**config.mk**
```make
export PLATFORM = sky130hd
export DESIGN_NAME = bram_tdp_port_exerciser
export DESIGN_NICKNAME = d
export VERILOG_FILES = /design/src/rtl/bram_tdp_port_exerciser.sv
export SDC_FILE = /design/constraint.sdc
export NUM_CORES = 1
export LEC_CHECK = 0
export CORE_MARGIN = 5
export CORE_UTILIZATION = 54
export CTS_CLUSTER_SIZE = 16
export DETAILED_ROUTE_END_ITERATION = 7
export PLACE_DENSITY = 0.87
export RECOVER_POWER = 50
export SYNTH_ARGS = -nofsm -noshare
export SYNTH_HDL_FRONTEND = slang
export SYNTH_SLANG_ARGS = --single-unit
```
**constraint.sdc**
```tcl
create_clock -name clk -period 3.45 [get_ports clk]
set_clock_uncertainty 0.2 [all_clocks]
set_input_delay 0.69 -clock clk [delete_from_list [all_inputs] [get_ports clk]]
set_output_delay 0.69 -clock clk [all_outputs]
set_load 0.02 [all_outputs]
```
**src/rtl/bram_tdp_port_exerciser.sv**
```systemverilog
// Self-running initiator for one port of a true-dual-port BRAM: full-word write pass,
// byte-enabled partial write pass, then read-back with compare against the expected merge.
module bram_tdp_port_exerciser #(
    parameter int ADDRWIDTH = 10,
    parameter int DEPTH     = 1024,
    parameter int DATAWIDTH = 36,
    parameter int BYTEWIDTH = 9
) (
    input  logic                           clk,
    input  logic                           rst_n,
    input  logic                           start,
    output logic                           busy,
    output logic                           done,
    output logic                           pass,
    output logic [15:0]                    err_count,
    output logic [ADDRWIDTH-1:0]           err_addr,
    output logic [ADDRWIDTH-1:0]           addr,
    output logic [DATAWIDTH-1:0]           wd,
    output logic                           we,
    output logic [DATAWIDTH/BYTEWIDTH-1:0] be,
    output logic                           re,
    input  logic [DATAWIDTH-1:0]           rd
);

    localparam int NB = DATAWIDTH / BYTEWIDTH;
    localparam logic [ADDRWIDTH-1:0] LAST_A = ADDRWIDTH'(DEPTH - 1);

    typedef enum logic [2:0] {
        S_IDLE    = 3'd0,
        S_WR_FULL = 3'd1,
        S_WR_BE   = 3'd2,
        S_RD      = 3'd3,
        S_DRAIN   = 3'd4,
        S_DONE    = 3'd5
    } state_t;

    // Byte i of the base pattern is (a + i) mod 2**BYTEWIDTH.
    function automatic logic [DATAWIDTH-1:0] pat_of(input logic [ADDRWIDTH-1:0] a);
        logic [DATAWIDTH-1:0] v;
        v = {DATAWIDTH{1'b0}};
        for (int i = 0; i < NB; i++) begin
            v[i*BYTEWIDTH +: BYTEWIDTH] = BYTEWIDTH'(a) + BYTEWIDTH'(i);
        end
        return v;
    endfunction

    function automatic int lane_of(input logic [ADDRWIDTH-1:0] a);
        return int'(a) % NB;
    endfunction

    function automatic logic [NB-1:0] lane_be(input logic [ADDRWIDTH-1:0] a);
        return NB'(1'b1) << lane_of(a);
    endfunction

    // Word left in RAM after both write passes: base pattern with the partial lane inverted.
    function automatic logic [DATAWIDTH-1:0] exp_of(input logic [ADDRWIDTH-1:0] a);
        logic [DATAWIDTH-1:0] v;
        int l;
        v = pat_of(a);
        l = lane_of(a);
        v[l*BYTEWIDTH +: BYTEWIDTH] = ~v[l*BYTEWIDTH +: BYTEWIDTH];
        return v;
    endfunction

    state_t                 r_state;
    logic [ADDRWIDTH-1:0]   r_cnt;
    logic                   r_busy;
    logic                   r_done;
    logic                   r_pass;
    logic [15:0]            r_err_cnt;
    logic [ADDRWIDTH-1:0]   r_err_addr;
    logic [ADDRWIDTH-1:0]   r_addr;
    logic [DATAWIDTH-1:0]   r_wd;
    logic                   r_we;
    logic [NB-1:0]          r_be;
    logic                   r_re;
    logic                   r_cmp_v;
    logic [ADDRWIDTH-1:0]   r_exp_addr;
    logic [DATAWIDTH-1:0]   r_exp;

    state_t                 w_state_nxt;
    logic [ADDRWIDTH-1:0]   w_cnt_nxt;
    logic                   w_start_acc;
    logic [ADDRWIDTH-1:0]   w_addr_nxt;
    logic [DATAWIDTH-1:0]   w_wd_nxt;
    logic                   w_we_nxt;
    logic [NB-1:0]          w_be_nxt;
    logic                   w_re_nxt;
    logic                   w_mismatch;
    logic [15:0]            w_err_cnt_nxt;
    logic [ADDRWIDTH-1:0]   w_err_addr_nxt;
    logic                   w_pass_nxt;

    // Next state and word counter.
    always_comb begin
        w_state_nxt = r_state;
        w_cnt_nxt   = r_cnt;
        w_start_acc = 1'b0;
        case (r_state)
            S_IDLE, S_DONE: begin
                if (start) begin
                    w_state_nxt = S_WR_FULL;
                    w_cnt_nxt   = {ADDRWIDTH{1'b0}};
                    w_start_acc = 1'b1;
                end else begin
                    w_state_nxt = r_state;
                end
            end
            S_WR_FULL: begin
                if (r_cnt == LAST_A) begin
                    w_state_nxt = S_WR_BE;
                    w_cnt_nxt   = {ADDRWIDTH{1'b0}};
                end else begin
                    w_cnt_nxt   = r_cnt + ADDRWIDTH'(1);
                end
            end
            S_WR_BE: begin
                if (r_cnt == LAST_A) begin
                    w_state_nxt = S_RD;
                    w_cnt_nxt   = {ADDRWIDTH{1'b0}};
                end else begin
                    w_cnt_nxt   = r_cnt + ADDRWIDTH'(1);
                end
            end
            S_RD: begin
                if (r_cnt == LAST_A) begin
                    w_state_nxt = S_DRAIN;
                    w_cnt_nxt   = {ADDRWIDTH{1'b0}};
                end else begin
                    w_cnt_nxt   = r_cnt + ADDRWIDTH'(1);
                end
            end
            S_DRAIN: w_state_nxt = S_DONE;
            default: w_state_nxt = S_IDLE;
        endcase
    end

    // RAM-port values for the upcoming cycle, decoded from the next state so they can be registered.
    always_comb begin
        w_addr_nxt = {ADDRWIDTH{1'b0}};
        w_wd_nxt   = {DATAWIDTH{1'b0}};
        w_we_nxt   = 1'b0;
        w_be_nxt   = {NB{1'b0}};
        w_re_nxt   = 1'b0;
        case (w_state_nxt)
            S_WR_FULL: begin
                w_addr_nxt = w_cnt_nxt;
                w_wd_nxt   = pat_of(w_cnt_nxt);
                w_we_nxt   = 1'b1;
                w_be_nxt   = {NB{1'b1}};
            end
            S_WR_BE: begin
                w_addr_nxt = w_cnt_nxt;
                w_wd_nxt   = ~pat_of(w_cnt_nxt);
                w_we_nxt   = 1'b1;
                w_be_nxt   = lane_be(w_cnt_nxt);
            end
            S_RD: begin
                w_addr_nxt = w_cnt_nxt;
                w_re_nxt   = 1'b1;
            end
            default: begin
                w_addr_nxt = {ADDRWIDTH{1'b0}};
            end
        endcase
    end

    // Read-back compare, error bookkeeping and the pass verdict taken on leaving DRAIN.
    always_comb begin
        w_mismatch     = r_cmp_v && (rd != r_exp);
        w_err_cnt_nxt  = r_err_cnt;
        w_err_addr_nxt = r_err_addr;
        if (w_start_acc) begin
            w_err_cnt_nxt  = 16'h0000;
            w_err_addr_nxt = {ADDRWIDTH{1'b0}};
        end else if (w_mismatch) begin
            if (r_err_cnt != 16'hFFFF) begin
                w_err_cnt_nxt = r_err_cnt + 16'h0001;
            end else begin
                w_err_cnt_nxt = r_err_cnt;
            end
            if (r_err_cnt == 16'h0000) begin
                w_err_addr_nxt = r_exp_addr;
            end else begin
                w_err_addr_nxt = r_err_addr;
            end
        end else begin
            w_err_cnt_nxt = r_err_cnt;
        end
        if (w_start_acc) begin
            w_pass_nxt = 1'b0;
        end else if (r_state == S_DRAIN) begin
            w_pass_nxt = (w_err_cnt_nxt == 16'h0000);
        end else begin
            w_pass_nxt = r_pass;
        end
    end

    // State, registered outputs and the one-stage expected-value pipeline.
    always_ff @(posedge clk or negedge rst_n) begin
        if (!rst_n) begin
            r_state    <= S_IDLE;
            r_cnt      <= {ADDRWIDTH{1'b0}};
            r_busy     <= 1'b0;
            r_done     <= 1'b0;
            r_pass     <= 1'b0;
            r_err_cnt  <= 16'h0000;
            r_err_addr <= {ADDRWIDTH{1'b0}};
            r_addr     <= {ADDRWIDTH{1'b0}};
            r_wd       <= {DATAWIDTH{1'b0}};
            r_we       <= 1'b0;
            r_be       <= {NB{1'b0}};
            r_re       <= 1'b0;
            r_cmp_v    <= 1'b0;
            r_exp_addr <= {ADDRWIDTH{1'b0}};
            r_exp      <= {DATAWIDTH{1'b0}};
        end else begin
            r_state    <= w_state_nxt;
            r_cnt      <= w_cnt_nxt;
            r_busy     <= (w_state_nxt == S_WR_FULL) || (w_state_nxt == S_WR_BE) ||
                          (w_state_nxt == S_RD) || (w_state_nxt == S_DRAIN);
            r_done     <= (w_state_nxt == S_DONE);
            r_pass     <= w_pass_nxt;
            r_err_cnt  <= w_err_cnt_nxt;
            r_err_addr <= w_err_addr_nxt;
            r_addr     <= w_addr_nxt;
            r_wd       <= w_wd_nxt;
            r_we       <= w_we_nxt;
            r_be       <= w_be_nxt;
            r_re       <= w_re_nxt;
            r_cmp_v    <= r_re;
            r_exp_addr <= r_addr;
            r_exp      <= exp_of(r_addr);
        end
    end

    assign busy      = r_busy;
    assign done      = r_done;
    assign pass      = r_pass;
    assign err_count = r_err_cnt;
    assign err_addr  = r_err_addr;
    assign addr      = r_addr;
    assign wd        = r_wd;
    assign we        = r_we;
    assign be        = r_be;
    assign re        = r_re;

endmodule
```
; Word level (Yosys, flattened, before mapping)
; Cells that the tools add are included.
[totals]
reg_bits = 141
inputBits = 39
[op_classes]
add_sub_neg = 9
multipliers = 1
n_eq_ne = 13
shift = 4
n_mux = 24
bitwise_logic = 2
reduce_logical = 15
[op_table]
columns = operator, n
row1 = 36-bit one-hot mux with 2 select lines, 1
row2 = 10-bit 2-to-1 mux, 6
row3 = 16-bit 2-to-1 mux, 3
row4 = 9-bit by 2-bit adder with 9-bit output (second input constant), 4
row5 = 36-bit bitwise mux, 1
row6 = 36-bit != test, 1
row7 = 36-bit NOT, 1
row8 = 9-bit by 33-bit variable shift with 36-bit output (first input constant), 1
row9 = 36-bit by 32-bit indexed part select with 9-bit output, 1
row10 = 9-bit by 33-bit indexed part select with 36-bit output, 1
row11 = 6-bit negation with 33-bit output, 1
row12 = 16-bit zero test, 2
row13 = 10-bit one-hot mux with 2 select lines, 1
row14 = 9-bit by 1-bit adder with 9-bit output (second input constant), 2
row15 = 16-bit by 1-bit adder with 16-bit output (second input constant), 1
row16 = 16-bit != test (second input constant), 1
row17 = 3-bit one-hot mux with 5 select lines, 1
row18 = 3-bit by 2-bit equality test with 1-bit output (second input constant), 4
row19 = 3-bit equality test (second input constant), 4
row20 = 3-bit 2-to-1 mux, 4
row21 = 10-bit by 1-bit adder with 10-bit output (second input constant), 1
row22 = 10-bit equality test (second input constant), 1
row23 = 9-bit NOT, 1
row24 = 4-bit one-hot mux with 2 select lines, 1
row25 = other kinds (11), 23

; Longest topological paths before layout
[logic_depth]
word_depth = 7
depth_mapped = 13
depth_no_buf = 11

; Worst setup path after synthesis
; No wires, ideal clock.
[synth_path]
kind = reg-to-reg
start = reg r_cnt[0]
end = reg r_wd[17], in the netlist wd[17]
arrival_time_ns = 2.701
slack_ns = 0.470
stages_incl_launch_ff = 13
period_less_slack_ns = 2.980
path_cell_list = dfrtp_1 -> ha_1 -> nand3_1 -> o41ai_4 -> buf_4 -> nor2_1 -> a21oi_2 -> inv_2 -> ha_1 -> inv_1 -> nor4_1 -> xor2_1 -> mux2i_1
[synth_via]
elab_chain_cells = 6
elab_cells_between_ends = 14
classes_between = add/sub: 2 / eq/ne: 3 / mux: 8 / bitwise: 1
[synth_lines]
columns = item, line
row1 = "start, declared", 66  ; logic [ADDRWIDTH-1:0] r_cnt;
row2 = "start signal, assigned", 203  ; r_cnt <= {ADDRWIDTH{1'b0}};
row3 = "start signal, assigned", 219  ; r_cnt <= w_cnt_nxt;
row4 = 10-bit by 1-bit adder with 10-bit output / 10-bit equality test (equally long branches), -
row5 = 10-bit 2-to-1 mux, "110, 118, 126"
row6 = 10-bit one-hot mux with 2 select lines (*), 99  ; case (r_state)
row7 = net w_cnt_nxt[0], 82  ; logic [ADDRWIDTH-1:0] w_cnt_nxt;
row8 = 9-bit by 1-bit adder with 9-bit output (*), 42  ; v[i*BYTEWIDTH +: BYTEWIDTH] = BYTEWIDTH'(a) + BYTEWIDTH'(i);
row9 = 36-bit NOT, 154  ; w_wd_nxt = ~pat_of(w_cnt_nxt);
row10 = 36-bit one-hot mux with 2 select lines (*), 145  ; case (w_state_nxt)
row11 = net w_wd_nxt[17], 85  ; logic [DATAWIDTH-1:0] w_wd_nxt;
row12 = "end signal, assigned", 210  ; r_wd <= {DATAWIDTH{1'b0}};
row13 = "end signal, assigned", 227  ; r_wd <= w_wd_nxt;
row14 = "end, declared", 73  ; logic [DATAWIDTH-1:0] r_wd;
; Mark *: on every way through the listed nets, which the timed path passes. The rest lies on a longest branch.
; A chain may end at the register's enable or synchronous reset.

; Final worst setup path
[layout_path]
start = in rd[9]
end = reg r_pass, in the netlist pass
[layout_via]
elab_chain_cells = 7
[layout_lines]
columns = item, line
row1 = "start, declared", 22  ; input logic [DATAWIDTH-1:0] rd
row2 = 36-bit != test, 170  ; w_mismatch = r_cmp_v && (rd != r_exp);
row3 = 1-bit logical AND, 170
row4 = 16-bit 2-to-1 mux, 176  ; end else if (w_mismatch) begin
row5 = 16-bit 2-to-1 mux, 173  ; if (w_start_acc) begin
row6 = 16-bit zero test, 193  ; w_pass_nxt = (w_err_cnt_nxt == 16'h0000);
row7 = 1-bit 2-to-1 mux, 192  ; end else if (r_state == S_DRAIN) begin
row8 = 1-bit 2-to-1 mux, 190  ; if (w_start_acc) begin
row9 = "end signal, assigned", 223  ; r_pass <= w_pass_nxt;
row10 = "end, declared", 69  ; logic r_pass;
; No other way between the ends. The select of a mux whose other input is x is not followed.

==> reports/qor.csv <==
metric,value,unit
Highest Clock Rate,0.300,GHz
fill count,932,
DRT Wirelength,17900,um
Hold Path Class,register to register,
post-DP HPWL,12700,um
TritonCTS clock tree,built,
Gate Count Post-Synth,678,
static leakage,3.95,nW
combinational power share,40.1,%
Max clock buf depth,2,
wire length per cell,18.1,um
final setup fails,0,
number of buffers added for setup after CTS,0,
crit end category,register,
CTS Root Cell,clkbuf_16,
sequential power share,35.9,%
antenna violations before repair,0,
drt drc,0,
critical-path cell list,clkdlybuf4s50_1 -> or3_1 -> a2111oi_1 -> buf_4 -> nand3_1 -> buf_4 -> buf_4 -> and4_1 -> a211oi_1 -> a2111oi_0 -> a31o_1,
Final #Nets,868,
clk slew on worst S/H paths,0.05,ns
die area,15400,um^2
Starting DRT DRC Count,511,
CTS resizes,0,
first-pass GRT wire length,29800,um
post-layout worst setup margin,0.112,ns
switching power,2.43,mW
I/O Pins,120,
PwrDens,738,nW/um^2
failing checks,"capacitance limit, slew limit",
CTS Hold Bufs,0,
Syn Nets,736,
ANT cells,0,
Yosys top cell by area,dfrtp_1,
Final Hold Fails,0,
gr usage total,23.5,%
"delay-heaviest family, CP",compound AO/OA/AOI/OAI gates,
status,"complete, but fails checks",
syn_area_per_cell,10.4,um^2
most frequent CP cell,buf_4,
Reg area,3430,um^2
CTS Buf Count,17,
crit path launch type,primary input,
Antenna Nets Post-Route,0,
Pre-antenna DRT Iters,5,
part of the Yosys area used for sequential elements,48.6,%
post-layout minimum cycle time,3.34,ns
worst skew pair latency,0.41,ns
"Distinct cells, synth",63,
GR Overflow Total,0,
clock net sink count,137,
worst IR drop on VDD,537,uV
die width,124,um
Setup WS pre-CTS,-0.345,ns
starting density of the core,55.4,%
reg2reg start,r_cnt[0]$_DFF_PN0_,
max cap viols,1,
Worst Path Buf+Inv,4,
register bit count reported by yosys,137,
area of the multi-input gates,3340,um^2
worst-margin pin slew,1.58,ns
CP max FO,11,
CORE AREA,12700,um^2
fin util,71.2,%
share of cells above drive strength 1,9.29,%
hold_sp,re$_DFF_PN0_,
post-synth top area share,48.6,%
Critical Path RT,3.55,ns
Critical Path AT,3.44,ns
IO buf count,119,
cell area after synthesis,7050,um^2
Placer Congestion,0.903,
"Async S/R FF share, synth",100,%
Area Growth Syn to Fin,28.5,%
DR vias/cell,5.72,
RSZ-0062 raised after global routing,no,
top_reg_cell synth,dfrtp_1,
row cnt,41,
Cell Int Power,4.26,mW
"EDFF count, synth",0,
slew margin rel.,-5.36,%
Critical Path Source,rd[9],
largest net degree at the start of global routing,71,
Sw Share,36.3,%
worst setup path category,primary input to register,
clock power share,24.0,%
detailed-route via count,5665,
"slowest stage cell, crit path",a2111oi_1,
H-tree depth,4,
via count of the first global-routing pass,5844,
crit share post-route,96.8,%
Max Transition Viols Final,69,
YS warnings,0,
"Largest stage delay, worst path",0.50,ns
largest cells by area after synthesis,"dfrtp_1 49%, xnor2_1 8.0%, mux2i_1 6.5%",
Die Y,124,um
==> cells by family after synthesis <==
group	share of synthesized area (%)
adders and majority gates	3.52
and+or+nand+nor	14.1
buffers and inverters	4.07
AOI/OAI and AO/OA	11.8
muxes	6.53
DFF	48.6
xor gates and xnor gates	11.3
==> registers in the layout, summed over array words and instances, names as in the netlist, 3 cells and up <==
register / count
wd: 34
addr: 10
err_addr: 10
r_cnt: 10
r_exp: 34
r_state: 3
err_count: 16
r_exp_addr: 10
be: 4
==> stage by stage <==
| step | std cells | TNS, ns | power, mW | hold WS (ns) | instance area, um^2 |
|---|---|---|---|---|---|
| 2_1_floorplan | 678 | 0 | 4.06 | 0.194 | 7050 |
| 3_3_place_gp | 963 | -0.223 | 4.99 | 0.177 | 8580 |
| 3_5_place_dp | 963 | -0.365 | 5.07 | 0.172 | 8580 |
| 4_1_cts | 990 | 0 | 6.73 | 0.0815 | 9090 |
| 5_1_grt | 990 | 0 | 7.06 | 0.184 | 9060 |
| 6_report | 990 | 0 | 6.69 | 0.179 | 9060 |
==> metal layers <==
layer	GRT usage, %	vias to the layer above	wire length [um]	part of all wire (%)
met5	0	-	0	0
met4	10.1	0	514	2.9
met3	6.82	44	1210	6.7
met2	37.7	244	8500	47
met1	29.9	2752	7720	43
li1	-	2625	-	-
==> power groups by stage <==
stage	clock (mW)	combinational (mW)	sequential (mW)
floorplan	0	1.57	2.49
global placement	0	2.60	2.39
detailed placement	0	2.67	2.41
CTS	1.63	2.71	2.39
global route	1.71	2.91	2.44
finish	1.61	2.68	2.40
==> synthesized netlist by cell type, drive strengths merged (3+ instances only) <==
cell type and count:
o31a 3, o2bb2ai 6, xor2 25, dfrtp 137, a21oi 30, nand4 13, inv 26, and3 12
mux2i 46, and4 6, o21ai 18, nand2 27, ha 19, and2 8, a31o 4, a21o 3
nor3b 5, o31ai 3, xnor2 65, a2111oi 3, clkbuf 31, o22ai 16, nor4 9, buf 11
a31oi 8, or3 3, nor3 18, nor2 66, nand3 22, a311oi 4
==> final cells by class <==
type                            count  area share [%]
Tap cell                          172            2.38
Multi-Input combinational cell    471            36.9
Inverter                           28            1.16
Timing Repair Buffer              155            16.0
Clock inverter                      5           0.552
Sequential cell                   137            37.8
Clock buffer                       22            5.12
==> cells in the final DEF, fill, tap and decap left out, types with 22 or more instances in the layout <==
cell type / n
dfrtp_1: 137
clkdlybuf4s50_1: 108
nor2_1: 65
xnor2_1: 64
mux2i_1: 46
buf_4: 30
nand2_1: 26
inv_1: 25
a21oi_1: 25
xor2_1: 25
nand3_1: 22
==> path summary, 6_finish.rpt <==
path | end | slack [ns] | cells past startpoint
setup / recovery | pass$_DFFE_PN0P_ | 0.11 | 11
hold / removal | r_cmp_v$_DFF_PN0_ | 0.18 | 0
setup reg to reg | wd[26]$_DFF_PN0_ | 0.25 | 10
hold reg to reg | r_cmp_v$_DFF_PN0_ | 0.18 | 0
max in group asynchronous | r_exp[12]$_DFF_PN0_ | 0.82 | 2
min in group asynchronous | wd[28]$_DFF_PN0_ | 0.47 | 1
==> worst reg2reg max path: cells and delay by family, from the launching register on <==
family	cells	cell delay (ns)
simple gates	4	1.23
mux	1	0.20
flops	1	0.43
fa+ha+maj	1	0.27
compound gates	2	0.39
buf+inv	1	0.26
xor+xnor	1	0.18
Power figures use the tool's default switching activity.
